<file path="config.mk">
export PLATFORM = sky130hd
export DESIGN_NAME = mux_arbiter_flat
export DESIGN_NICKNAME = d
export VERILOG_FILES = /design/src/rtl/mux_arbiter_pkg.sv /design/src/rtl/mux_arbiter_if.sv /design/src/rtl/mux_arbiter_mux.sv /design/src/rtl/mux_arbiter.sv /design/src/flat_wrapper.sv
export SDC_FILE = /design/constraint.sdc
export NUM_CORES = 1
export LEC_CHECK = 0
export CAP_MARGIN = 20
export CORE_UTILIZATION = 45
export DETAILED_ROUTE_END_ITERATION = 16
export PLACE_DENSITY = 0.87
export SETUP_SLACK_MARGIN = 0.15
export SLEW_MARGIN = 20
export SYNTH_ARGS = -nofsm -noshare
export SYNTH_HDL_FRONTEND = slang
export SYNTH_SLANG_ARGS = --single-unit
export TNS_END_PERCENT = 10
</file>
<file path="constraint.sdc">
create_clock -name clk -period 2.5 [get_ports clk]
set_input_delay 0.5 -clock clk [delete_from_list [all_inputs] [get_ports clk]]
set_output_delay 0.5 -clock clk [all_outputs]
set_load 0.03 [all_outputs]
</file>
<file path="src/rtl/mux_arbiter_pkg.sv">
// Shared types and constants for the two-requester round-robin MUX arbiter.
// State encoding is fixed so that waveforms and downstream tools agree on values.
package mux_arb_pkg;

   typedef enum logic [1:0] {
      IDLE = 2'b00,
      OWN1 = 2'b01,
      OWN2 = 2'b10
   } arb_state_t;

   localparam int DEFAULT_WIDTH     = 8;
   localparam int DEFAULT_MAX_BURST = 4;
   localparam int BEAT_CNT_W        = 8;

   // Map a MUX select value onto the ownership state it implies.
   function automatic arb_state_t owner_state(input logic sel);
      return sel ? OWN2 : OWN1;
   endfunction

endpackage

</file>
<file path="src/rtl/mux_arbiter_if.sv">
// Requester, consumer and MUX-select signals of the arbiter bundled into one interface.
// master = arbiter side, slave = sources/consumer side.
interface mux_arbiter_if
   import mux_arb_pkg::*;
#(
   parameter int WIDTH = DEFAULT_WIDTH
);

   logic             req1;
   logic [WIDTH-1:0] data1;
   logic             ack1;
   logic             req2;
   logic [WIDTH-1:0] data2;
   logic             ack2;
   logic             out_ready;
   logic             out_valid;
   logic [WIDTH-1:0] out_data;
   logic             selection;
   logic             busy;

   modport master (
      input  req1, data1, req2, data2, out_ready,
      output ack1, ack2, out_valid, out_data, selection, busy
   );

   modport slave (
      output req1, data1, req2, data2, out_ready,
      input  ack1, ack2, out_valid, out_data, selection, busy
   );

endinterface

</file>
<file path="src/rtl/mux_arbiter_mux.sv">
// Plain 2:1 data MUX shared by the two requesters; select 0 picks input1.
module mux_arbiter_mux
   import mux_arb_pkg::*;
#(
   parameter int WIDTH = DEFAULT_WIDTH
) (
   input  logic             sel,
   input  logic [WIDTH-1:0] input1,
   input  logic [WIDTH-1:0] input2,
   output logic [WIDTH-1:0] out
);

   assign out = sel ? input2 : input1;

endmodule

</file>
<file path="src/rtl/mux_arbiter.sv">
// Round-robin arbiter owning the select line of a 2:1 MUX, bursts capped at MAX_BURST beats.
// Define MUX_ARB_FIXED_PRIORITY_EN to give requester 1 fixed priority (no round-robin, no burst cap on requester 1).
module mux_arbiter
   import mux_arb_pkg::*;
#(
   parameter int WIDTH     = DEFAULT_WIDTH,
   parameter int MAX_BURST = DEFAULT_MAX_BURST
) (
   input  logic          clk,
   input  logic          rst,
   mux_arbiter_if.master bus
);

   localparam logic [BEAT_CNT_W-1:0] BURST_LIM = BEAT_CNT_W'(MAX_BURST);

   arb_state_t            state;
   logic                  selection;
   logic                  last_sel;
   logic [BEAT_CNT_W-1:0] beat_cnt;

   logic                  owner_req;
   logic                  other_req;
   logic                  out_valid;
   logic                  xfer;
   logic [BEAT_CNT_W-1:0] cnt_inc;
   logic                  burst_done;
   logic                  yield_ok;
   logic                  tie_sel;
   logic                  grant_sel;

   always_comb begin
      owner_req = 1'b0;
      other_req = 1'b0;
      case (state)
         OWN1: begin
            owner_req = bus.req1;
            other_req = bus.req2;
         end
         OWN2: begin
            owner_req = bus.req2;
            other_req = bus.req1;
         end
         default: ;
      endcase
   end

`ifdef MUX_ARB_FIXED_PRIORITY_EN
   assign tie_sel  = 1'b0;
   assign yield_ok = (state == OWN2);
`else
   assign tie_sel  = ~last_sel;
   assign yield_ok = 1'b1;
`endif

   // owner_req is 0 in IDLE, so no beat can ever be offered there
   assign out_valid  = ~rst & owner_req;
   assign xfer       = out_valid & bus.out_ready;
   assign cnt_inc    = beat_cnt + 1'b1;
   assign burst_done = xfer && (cnt_inc == BURST_LIM);
   assign grant_sel  = (bus.req1 && bus.req2) ? tie_sel : bus.req2;

   always_ff @(posedge clk) begin
      if (rst) begin
         state     <= IDLE;
         selection <= 1'b0;
         last_sel  <= 1'b1;
         beat_cnt  <= '0;
      end else begin
         case (state)
            IDLE: begin
               if (bus.req1 || bus.req2) begin
                  state     <= owner_state(grant_sel);
                  selection <= grant_sel;
                  last_sel  <= grant_sel;
                  beat_cnt  <= '0;
               end
            end
            OWN1, OWN2: begin
               // Owner release wins over everything; selection is left where it was
               if (!owner_req) begin
                  state    <= IDLE;
                  beat_cnt <= '0;
               end else if (burst_done) begin
                  beat_cnt <= '0;
                  if (other_req && yield_ok) begin
                     state     <= owner_state(~selection);
                     selection <= ~selection;
                     last_sel  <= ~selection;
                  end
               end else if (xfer) begin
                  beat_cnt <= cnt_inc;
               end
            end
            default: begin
               state    <= IDLE;
               beat_cnt <= '0;
            end
         endcase
      end
   end

   assign bus.out_valid = out_valid;
   assign bus.ack1      = xfer && (state == OWN1);
   assign bus.ack2      = xfer && (state == OWN2);
   assign bus.busy      = ~rst & (state != IDLE);
   assign bus.selection = selection;

   mux_arbiter_mux #(
      .WIDTH (WIDTH)
   ) u_mux (
      .sel    (selection),
      .input1 (bus.data1),
      .input2 (bus.data2),
      .out    (bus.out_data)
   );

endmodule

</file>
<file path="src/flat_wrapper.sv">
// flat-port wrapper written by rule: the top's interface ports become plain ports
module mux_arbiter_flat import mux_arb_pkg::*;
#(
   parameter int WIDTH     = DEFAULT_WIDTH,
   parameter int MAX_BURST = DEFAULT_MAX_BURST
)
  (clk, rst, bus_req1, bus_data1, bus_req2, bus_data2, bus_out_ready, bus_ack1, bus_ack2, bus_out_valid, bus_out_data, bus_selection, bus_busy);
  mux_arbiter_if #(.WIDTH(WIDTH)) bus_i ();
  input  logic clk;
  input  logic rst;
  input wire logic [$bits(bus_i.req1)-1:0] bus_req1;
  input wire logic [$bits(bus_i.data1)-1:0] bus_data1;
  input wire logic [$bits(bus_i.req2)-1:0] bus_req2;
  input wire logic [$bits(bus_i.data2)-1:0] bus_data2;
  input wire logic [$bits(bus_i.out_ready)-1:0] bus_out_ready;
  output wire logic [$bits(bus_i.ack1)-1:0] bus_ack1;
  output wire logic [$bits(bus_i.ack2)-1:0] bus_ack2;
  output wire logic [$bits(bus_i.out_valid)-1:0] bus_out_valid;
  output wire logic [$bits(bus_i.out_data)-1:0] bus_out_data;
  output wire logic [$bits(bus_i.selection)-1:0] bus_selection;
  output wire logic [$bits(bus_i.busy)-1:0] bus_busy;
  assign bus_i.req1 = bus_req1;
  assign bus_i.data1 = bus_data1;
  assign bus_i.req2 = bus_req2;
  assign bus_i.data2 = bus_data2;
  assign bus_i.out_ready = bus_out_ready;
  assign bus_ack1 = bus_i.ack1;
  assign bus_ack2 = bus_i.ack2;
  assign bus_out_valid = bus_i.out_valid;
  assign bus_out_data = bus_i.out_data;
  assign bus_selection = bus_i.selection;
  assign bus_busy = bus_i.busy;
  mux_arbiter #(.WIDTH(WIDTH), .MAX_BURST(MAX_BURST)) u_core (.clk(clk), .rst(rst), .bus(bus_i));
endmodule
</file>
======== After elaboration in Yosys (flattened, before gate mapping) ========
Cells that the tools add are included.
cells by class
  add/subtract/negate cells ............... 1
  equal/unequal tests ..................... 10
  mux-type cells .......................... 21
  bitwise logic cells ..................... 6
  reductions and logical operators ........ 12
operators by type and width
  operator             count
  $mux 8               5
  $pmux 8 s2           1
  $mux 2               6
  $add 8x1->8 const B  1
  $eq 8x3->1 const B   1
  $ne 2x1->1 const B   4
  $ne 3x3->1 const B   2
  $pmux 1 s2           3
  $mux 1               5
  $reduce_and 5->1     1
  $logic_and 1x1->1    4
  $ne 4x4->1 const B   1
  $pmux 2 s2           1
  $reduce_bool 2->1    2
  $and 1x1->1          3
  $not 1->1            3
  $reduce_and 3->1     1
  $eq 2x1->1 const B   1
  $eq 2x2->1 const B   1
  $logic_not 2->1      1
  $reduce_and 2->1     1
  $reduce_or 2->1      1
  $logic_or 1x1->1     1
storage, ports and cells
  register bits ........................... 12
  input bits .............................. 21
  output and inout bits ................... 13

======== Depth between registers and ports, before layout ========
Gate-level depths: netlist of the first run.
  depth in word-level cells ............... 8
  gate-level depth with buffers ........... 8
  gate-level depth less buffers ........... 7

======== Cells and area by module ========
Synthesis of the first run repeated with hierarchy kept, for this count alone.
unflattened totals
  cells, all modules ...................... 115
  area, all modules ....................... 969.7 um^2
modules (own cells, without submodules)
  module           times used  cells each  area an instance (um^2)  seq. area each (um^2)
  mux_arbiter      1           106         838.3                    240.2
  mux_arbiter_mux  1           9           131.4                    0.0

======== Least setup slack after synthesis of the first run ========
OpenSTA, ideal clock, no wires.
  kind .................................... reg2out
  from .................................... register u_core.state[0]
  to ...................................... output port bus_ack1
  arrival time ............................ 1.883 ns
  setup slack ............................. 0.117 ns
  stages on the path, launching flop included .. 7
  buffers on the path ..................... 1
  cell sequence ........................... dfxtp_1 -> inv_1 -> ha_1 -> clkbuf_4 -> nand2_1 -> nor2_1 -> and3_1
on the way
  longest elaborated chain between the ends .. 5
  elaborated cells between the ends (all ways) .. 6
RTL lines
  what                                             RTL line            text
  start, declared                                  mux_arbiter.sv:16   arb_state_t state;
  start signal, assigned                           mux_arbiter.sv:72   state <= owner_state(grant_sel);
  start signal, assigned                           mux_arbiter.sv:86   state <= owner_state(~selection);
  $eq 2x2->1 / $eq 2x1->1 (equally long branches)  mux_arbiter.sv:34   case (state)
  $pmux 1 s2 *                                     mux_arbiter.sv:34
  $and 1x1->1 *                                    mux_arbiter.sv:56   assign out_valid = ~rst & owner_req;
  net bus_out_valid                                flat_wrapper.sv:18  output wire logic [$bits(bus_i.out_valid)-1:0] bus_out_valid;
  $and 1x1->1 *                                    mux_arbiter.sv:57   assign xfer = out_valid & bus.out_ready;
  $logic_and 1x1->1 *                              mux_arbiter.sv:103  assign bus.ack1 = xfer && (state == OWN1);
  end, declared                                    flat_wrapper.sv:16  output wire logic [$bits(bus_i.ack1)-1:0] bus_ack1;
Mark *: on every way through the listed nets, which the timed path passes. The rest lies on a longest branch.

======== Final worst setup path of the first run ========
  from .................................... input port rst
  to ...................................... output port bus_busy
on the way
  longest elaborated chain between the ends .. 2
RTL lines
  what             RTL line            text
  start, declared  flat_wrapper.sv:10  input logic rst;
  $not 1->1        mux_arbiter.sv:105  assign bus.busy = ~rst & (state != IDLE);
  $and 1x1->1      mux_arbiter.sv:105
  end, declared    flat_wrapper.sv:21  output wire logic [$bits(bus_i.busy)-1:0] bus_busy;
No other way between the ends.

==> run_summary.xml, run 1 <==
<?xml version="1.0" encoding="UTF-8"?>
<metrics>
  <group name="run_status">
    <metric name="status" unit="">finished clean</metric>
  </group>
  <group name="die">
    <metric name="floorplan.die_area" unit="sq um">2408</metric>
    <metric name="start_util" unit="">0.4932</metric>
    <metric name="placeableCoreArea" unit="sq um">2022</metric>
    <metric name="floorplan_die_height" unit="um">49.08</metric>
    <metric name="die_width" unit="um">49.08</metric>
    <metric name="placementRows" unit="">16</metric>
    <metric name="floorplan.io_pins" unit="">34</metric>
  </group>
  <group name="synth">
    <metric name="seq_area_frac_synth" unit="">0.2409</metric>
    <metric name="synth-edff-count" unit="">0</metric>
    <metric name="synth_warnings" unit="">0</metric>
    <metric name="mappedNetlistNets" unit="">139</metric>
    <metric name="mappedNetlistArea" unit="sq um">997.2</metric>
    <metric name="synth.lib_cells_used.distinct" unit="">39</metric>
    <metric name="syn_area_per_cell" unit="sq um">8.825</metric>
    <metric name="share_of_synthesized_registers_carrying_an_async_set_or_reset" unit="">0</metric>
    <metric name="synth.top_cells.by_count" unit="">nor2_1 (17), dfxtp_1 (12), mux2_2 (8)</metric>
    <metric name="yosys-top-cells-area" unit="">dfxtp_1 (24%), mux2_2 (9.0%), nor2_1 (6.4%)</metric>
    <metric name="ys.flop_type" unit="">dfxtp_1</metric>
    <metric name="postSynthRegisterBits" unit="">12</metric>
    <metric name="post-synth-top-area-fraction" unit="">0.2409</metric>
    <metric name="yosysTopAreaCell" unit="">dfxtp_1</metric>
    <metric name="most_common_cell_in_the_netlist" unit="">nor2_1</metric>
    <metric name="post_synth_inst_count" unit="">113</metric>
  </group>
  <group name="timing">
    <metric name="total_of_endpoints_with_negative_setup_slack_in_the_final_report" unit="">0</metric>
    <metric name="finalWorstPathRequiredPeriod" unit="ns">2.287</metric>
    <metric name="actual_slew_at_the_worst_max_slew_pin" unit="ns">0.5617</metric>
    <metric name="timing.final.crit_share" unit="">0.9150</metric>
    <metric name="rsz0062_at_grt" unit="">false</metric>
    <metric name="relSlewSlack" unit="">0.6255</metric>
    <metric name="fmaxAchievable" unit="GHz">0.4372</metric>
    <metric name="skew" unit="ns">0.003143</metric>
    <metric name="hold_viol" unit="">0</metric>
    <metric name="final.setup.tns" unit="ns">0</metric>
    <metric name="slew_violations" unit="">0</metric>
  </group>
  <group name="route">
    <metric name="avgViaCountPerCell" unit="">5.555</metric>
    <metric name="detailedRoute.firstPassIterationCount" unit="">4</metric>
    <metric name="wl_per_cell" unit="um">14.53</metric>
    <metric name="detail_route.iter0.violations" unit="">10</metric>
    <metric name="route.detailed.drc" unit="">0</metric>
    <metric name="route.antenna.remaining_nets" unit="">0</metric>
    <metric name="total_vias_in_the_final_route" unit="">961</metric>
    <metric name="totalWireLength" unit="um">2514</metric>
  </group>
  <group name="critical_path">
    <metric name="worstPathRequired" unit="ns">2.00</metric>
    <metric name="setup.worst_path.end_class" unit="">primary output</metric>
    <metric name="worst_r2r_path_depth" unit="">7</metric>
    <metric name="cp-start-kind" unit="">primary input</metric>
    <metric name="crit_path_cell_trace" unit="">clkdlybuf4s50_1, nor2_1, clkdlybuf4s50_1</metric>
    <metric name="critical_path.n_buffers_inverters" unit="">2</metric>
    <metric name="critical-path-top-cell-by-count" unit="">clkdlybuf4s50_1</metric>
    <metric name="critical_path_arrival" unit="ns">1.79</metric>
    <metric name="crit_cells" unit="">3</metric>
    <metric name="path_delay_family" unit="">buffers and inverters</metric>
    <metric name="delay_of_the_slowest_critical_path_stage" unit="ns">0.67</metric>
    <metric name="setup.worst_path.class" unit="">in2out</metric>
    <metric name="crit_slowest_cell" unit="">clkdlybuf4s50_1</metric>
    <metric name="worst-path-max-fanout" unit="">5</metric>
  </group>
  <group name="clock_tree">
    <metric name="cts_num_sinks" unit="">12</metric>
    <metric name="clkLatencyLatePin" unit="ns">0.27</metric>
    <metric name="post_cts_buffers" unit="">0</metric>
    <metric name="number_of_buffers_between_clock_root_and_the_deepest_sink" unit="">2</metric>
    <metric name="cts_tree" unit="">yes</metric>
    <metric name="clk_pin_slew" unit="ns">0.07</metric>
    <metric name="cell_at_the_root_of_the_clock_tree" unit="">clkbuf_4</metric>
    <metric name="cts_htree_levels" unit="">1</metric>
    <metric name="total_clock_buffers_created_by_cts" unit="">3</metric>
  </group>
  <group name="power_and_ir_drop">
    <metric name="power.static_leakage" unit="nW">0.5357</metric>
    <metric name="powerDensity" unit="nW/um^2">741.1</metric>
    <metric name="vdd_drop_max" unit="mV">0.4527</metric>
  </group>
  <group name="global_routing">
    <metric name="grt_ovf" unit="">0</metric>
    <metric name="grt_antenna_before_repair" unit="">0</metric>
    <metric name="grt_first_pass_wirelength" unit="um">4181</metric>
    <metric name="globalRouteTotalUtil" unit="">0.2203</metric>
    <metric name="first_global_vias" unit="">1004</metric>
    <metric name="grt_start_max_net_pins" unit="">14</metric>
  </group>
  <group name="placed_design">
    <metric name="placed_area" unit="sq um">1341</metric>
    <metric name="hpwl_after_detailed_placement" unit="um">1968</metric>
    <metric name="placement.io_buffers" unit="">33</metric>
    <metric name="place.gp.congestion" unit="">0.8634</metric>
  </group>
  <group name="layout">
    <metric name="num_antenna_cells" unit="">0</metric>
    <metric name="post_route_cell_area" unit="sq um">1390</metric>
    <metric name="final_layout_size_suffix_gt1_frac" unit="">0.2397</metric>
    <metric name="final_nets" unit="">174</metric>
    <metric name="area_delta_synth_final" unit="%">39.40</metric>
  </group>
  <group name="hold_path">
    <metric name="holdCritPathClass" unit="">reg2reg</metric>
    <metric name="worst_hold_path.num_cells" unit="">2</metric>
  </group>
  <group name="run">
    <metric name="cap_viol_max_count" unit="">0</metric>
  </group>
</metrics>
## tightest hold or removal path, stage by stage (launching register included)
cell      delay, ns
dfxtp_1        0.34
nor3_1         0.07
o21bai_2       0.10
## state kept, by name, indices dropped and copies added (netlist names)
| name | flops |
|---|---|
| u_core.state | 2 |
| u_core.beat_cnt | 8 |
| u_core.bus.selection | 1 |
| u_core.last_sel | 1 |
## layout by cell type, fill, tap and decap left out, types with 2 or more instances in the layout
master / n
ha_1: 2
nor2_1: 16
a32oi_1: 2
nand2_1: 5
nor2b_1: 3
dfxtp_2: 3
dfxtp_1: 9
inv_1: 5
clkdlybuf4s50_1: 29
mux2_2: 8
nand2b_1: 3
a21oi_1: 5
ha_2: 2
and3_1: 4
xor2_1: 4
mux2i_1: 4
buf_4: 5
nand4_1: 4
clkbuf_4: 3
o2111ai_1: 2
nor3_1: 4
## per-stage QoR
step / utilization / total power [W] / worst slack [ns] / std cells / hold slack, ns
2_1_floorplan: - / 0.0007031 / 0.2771 / 113 / 0.4752
3_3_place_gp: 0.6634 / 0.0008548 / 0.1837 / 170 / 0.5031
3_5_place_dp: 0.6634 / 0.0008830 / 0.1507 / 170 / 0.5094
4_1_cts: 0.6764 / 0.001005 / 0.1370 / 173 / 0.5266
5_1_grt: 0.6875 / 0.001098 / 0.1662 / 173 / 0.5634
6_report: 0.6875 / 0.001030 / 0.2125 / 173 / 0.5307
## worst paths after layout
check / startpoint / end / slack [ns]
setup / recovery: rst / bus_busy / 0.21
hold reg to reg: u_core.last_sel / u_core.last_sel / 0.53
setup reg to reg: u_core.state[1] / u_core.beat_cnt[6] / 0.50
hold / removal: u_core.last_sel / u_core.last_sel / 0.53
## per-layer routing
| metal | track usage | routed length, um | share of wire | vias up |
|---|---|---|---|---|
| li1 | - | - | - | 474 |
| met1 | 0.2171 | 950 | 0.38 | 443 |
| met2 | 0.4338 | 1351 | 0.54 | 42 |
| met3 | 0.05607 | 203 | 0.081 | 2 |
| met4 | 0.07353 | 10 | 0.0040 | 0 |
| met5 | 0 | 0 | 0 | - |
## kinds of logic (layout without fill, tap and decap cells)
kind of cell / after synthesis / in the layout / synth area share
flip-flops: 12 / 12 / 0.2409
buffers and inverters: 10 / 43 / 0.04894
adder cells (fa/ha/maj): 5 / 5 / 0.06274
XOR/XNOR: 5 / 5 / 0.04391
AO/OA/AOI/OAI: 19 / 19 / 0.1694
AND/OR/NAND/NOR: 50 / 50 / 0.3036
multiplexers: 12 / 12 / 0.1305
## final cells by class
type | instances | area, sq um
multi-input combinational | 91 | 730.7
timing repair buffer | 35 | 340.3
fill | 159 | 631.9
clock buffer | 3 | 22.52
inverter | 5 | 18.77
sequential | 12 | 244.0
tap | 27 | 33.78
## where the power goes
group          total (W)  switching, W  leakage, nW  internal [W]
combinational   0.000640      0.000332        0.423      0.000308
clock           0.000117     0.0000609       0.0138     0.0000557
sequential      0.000273     0.0000519       0.0986      0.000222
## timing repair
action,CTS,global route
pin swaps,0,0
hold endpoints to repair,0,0
hold buffers,0,0
gates resized for setup,2,7
cloned,0,0
setup endpoints to repair,9,2
Power figures use the tool's default switching activity.
==> inputs of run 2 (changes only) <==
HOLD_SLACK_MARGIN = 0.12   (was default)
MAX_ROUTING_LAYER = met4   (was default)
==> run 2 against run 1 <==
  * Final area unchanged
  * Utilization unchanged
  * First-iteration DRC count up 10%
  * Global-route usage up 0.62 points
  * Worst setup slack about the same
  * Register-to-register slack about the same
  * Critical endpoint unchanged
  * Sequential share of layout area unchanged
  * Largest cell class unchanged
  * Wire length down 0.16%
  * Critical path type unchanged
  * Final cell count unchanged
  * Sequential power about the same
==> run_summary.xml, run 2 (same netlist as run 1, synthesis figures left out) <==
<?xml version="1.0" encoding="UTF-8"?>
<metrics>
  <group name="run_status">
    <metric name="status" unit="">finished clean</metric>
  </group>
  <group name="timing">
    <metric name="hold_ws" unit="ns">0.5307</metric>
    <metric name="relSlewSlack" unit="">0.6321</metric>
    <metric name="fmaxAchievable" unit="GHz">0.4372</metric>
    <metric name="actual_slew_at_the_worst_max_slew_pin" unit="ns">0.5519</metric>
    <metric name="skew" unit="ns">0.002057</metric>
    <metric name="total_of_endpoints_with_negative_setup_slack_in_the_final_report" unit="">0</metric>
    <metric name="rsz0062_at_grt" unit="">false</metric>
    <metric name="hold_viol" unit="">0</metric>
    <metric name="finalWorstPathRequiredPeriod" unit="ns">2.287</metric>
    <metric name="timing.final.crit_share" unit="">0.9150</metric>
    <metric name="final.setup.tns" unit="ns">0</metric>
    <metric name="slew_violations" unit="">0</metric>
  </group>
  <group name="critical_path">
    <metric name="first_element_of_the_critical_path" unit="">rst</metric>
    <metric name="worstPathRequired" unit="ns">2.00</metric>
    <metric name="critical_path_arrival" unit="ns">1.79</metric>
    <metric name="timing.rr.start" unit="">u_core.state[1]</metric>
    <metric name="worst-path-max-fanout" unit="">5</metric>
    <metric name="setup.worst_path.class" unit="">in2out</metric>
    <metric name="cp-start-kind" unit="">primary input</metric>
    <metric name="setup.worst_path.end_class" unit="">primary output</metric>
  </group>
  <group name="clock_tree">
    <metric name="post_cts_buffers" unit="">0</metric>
    <metric name="cts_tree" unit="">yes</metric>
    <metric name="number_of_buffers_between_clock_root_and_the_deepest_sink" unit="">2</metric>
    <metric name="cts_htree_levels" unit="">1</metric>
    <metric name="clkLatencyLatePin" unit="ns">0.27</metric>
    <metric name="total_clock_buffers_created_by_cts" unit="">3</metric>
    <metric name="clk_pin_slew" unit="ns">0.07</metric>
    <metric name="cell_at_the_root_of_the_clock_tree" unit="">clkbuf_4</metric>
    <metric name="cts_num_sinks" unit="">12</metric>
  </group>
  <group name="power_and_ir_drop">
    <metric name="overall_power_consumption" unit="W">0.001032</metric>
    <metric name="powerDensity" unit="nW/um^2">742.4</metric>
    <metric name="power.static_leakage" unit="nW">0.5357</metric>
    <metric name="vdd_drop_max" unit="mV">0.4525</metric>
  </group>
  <group name="layout">
    <metric name="layout.cells.most_common" unit="">clkdlybuf4s50_1</metric>
    <metric name="final_cell_mix" unit="">clkdlybuf4s50_1 (29), nor2_1 (16), dfxtp_1 (9), mux2_2 (8)</metric>
    <metric name="final_layout_size_suffix_gt1_frac" unit="">0.2397</metric>
    <metric name="largest_register_ffs" unit="">8</metric>
    <metric name="num_antenna_cells" unit="">0</metric>
    <metric name="largestRegisters" unit="">u_core.beat_cnt x8, u_core.state x2</metric>
    <metric name="area_delta_synth_final" unit="%">39.40</metric>
    <metric name="layoutNonFillerInstCount" unit="">173</metric>
    <metric name="registers.top_by_ff_count" unit="">u_core.beat_cnt</metric>
    <metric name="final_nets" unit="">174</metric>
  </group>
  <group name="die">
    <metric name="die_width" unit="um">49.08</metric>
    <metric name="floorplan.die_area" unit="sq um">2408</metric>
    <metric name="placementRows" unit="">16</metric>
    <metric name="floorplan.io_pins" unit="">34</metric>
    <metric name="floorplan_die_height" unit="um">49.08</metric>
    <metric name="placeableCoreArea" unit="sq um">2022</metric>
    <metric name="start_util" unit="">0.4932</metric>
  </group>
  <group name="hold_path">
    <metric name="min-delay-start" unit="">u_core.last_sel</metric>
    <metric name="holdCritPathClass" unit="">reg2reg</metric>
  </group>
  <group name="route">
    <metric name="detailedRoute.firstPassIterationCount" unit="">4</metric>
    <metric name="totalWireLength" unit="um">2510</metric>
    <metric name="route.antenna.remaining_nets" unit="">0</metric>
    <metric name="total_vias_in_the_final_route" unit="">959</metric>
    <metric name="wl_per_cell" unit="um">14.51</metric>
    <metric name="detail_route.iter0.violations" unit="">11</metric>
    <metric name="avgViaCountPerCell" unit="">5.543</metric>
    <metric name="route.detailed.drc" unit="">0</metric>
  </group>
  <group name="global_routing">
    <metric name="globalRouteTotalUtil" unit="">0.2265</metric>
    <metric name="grt_antenna_before_repair" unit="">0</metric>
    <metric name="grt_first_pass_wirelength" unit="um">4174</metric>
    <metric name="grt_ovf" unit="">0</metric>
    <metric name="first_global_vias" unit="">1005</metric>
    <metric name="grt_start_max_net_pins" unit="">14</metric>
  </group>
  <group name="placed_design">
    <metric name="place.gp.congestion" unit="">0.8773</metric>
    <metric name="place_inst" unit="">170</metric>
    <metric name="placement.io_buffers" unit="">33</metric>
    <metric name="hpwl_after_detailed_placement" unit="um">1968</metric>
  </group>
  <group name="run">
    <metric name="cap_viol_max_count" unit="">0</metric>
  </group>
</metrics>
==> run 2: cell counts in the layout (fill, tap and decap cells not counted) <==
No cell type changed its count.
==> run 2: final timing paths <==
check	cells past startpoint	slack, ns	endpoint
worst min-delay path	2	0.53	u_core.last_sel
worst max-delay path	3	0.21	bus_busy
worst max register to register	7	0.51	u_core.beat_cnt[6]
worst min register to register	2	0.53	u_core.last_sel
==> run 2: what timing repair did <==
action / 4_1_cts / 5_1_grt
endpoints found under the hold margin: 0 / 0
setup endpoints to repair: 9 / 2
gates resized for setup: 2 / 7
hold buffers: 0 / 0
==> run 2: cell type report <==
cell class | count | area, sq um
clock buffers | 3 | 22.52
fillers | 159 | 631.9
inverters | 5 | 18.77
multi-input cells | 91 | 730.7
flip-flops and latches | 12 | 244.0
well taps | 27 | 33.78
repair buffers | 35 | 340.3
==> run 2: routing by layer <==
metal,vias to the layer above,part of all wire,GRT usage,wire [um]
met4,0,0.0068,0.07353,17
met1,441,0.37,0.2171,932
met2,41,0.54,0.4338,1351
met3,3,0.083,0.05607,208
met5,-,0,-,0
li1,474,-,-,-
==> run 2: critical path, cell delays in order <==
cell and delay [ns]:
clkdlybuf4s50_1 0.49, nor2_1 0.13, clkdlybuf4s50_1 0.67
==> run 2: power by group <==
group	switching [W]	leakage, nW	internal (W)
logic	0.000331	0.423	0.000308
clock network	0.0000629	0.0138	0.0000558
registers	0.0000519	0.0986	0.000222
==> run 2: through the flow <==
stage / utilization / area (sq um) / worst slack (ns)
floorplan: - / 999.7 / 0.2771
global placement: 0.6634 / 1341 / 0.1837
detailed placement: 0.6634 / 1341 / 0.1507
CTS: 0.6764 / 1368 / 0.1370
global route: 0.6875 / 1390 / 0.1662
finish: 0.6875 / 1390 / 0.2125
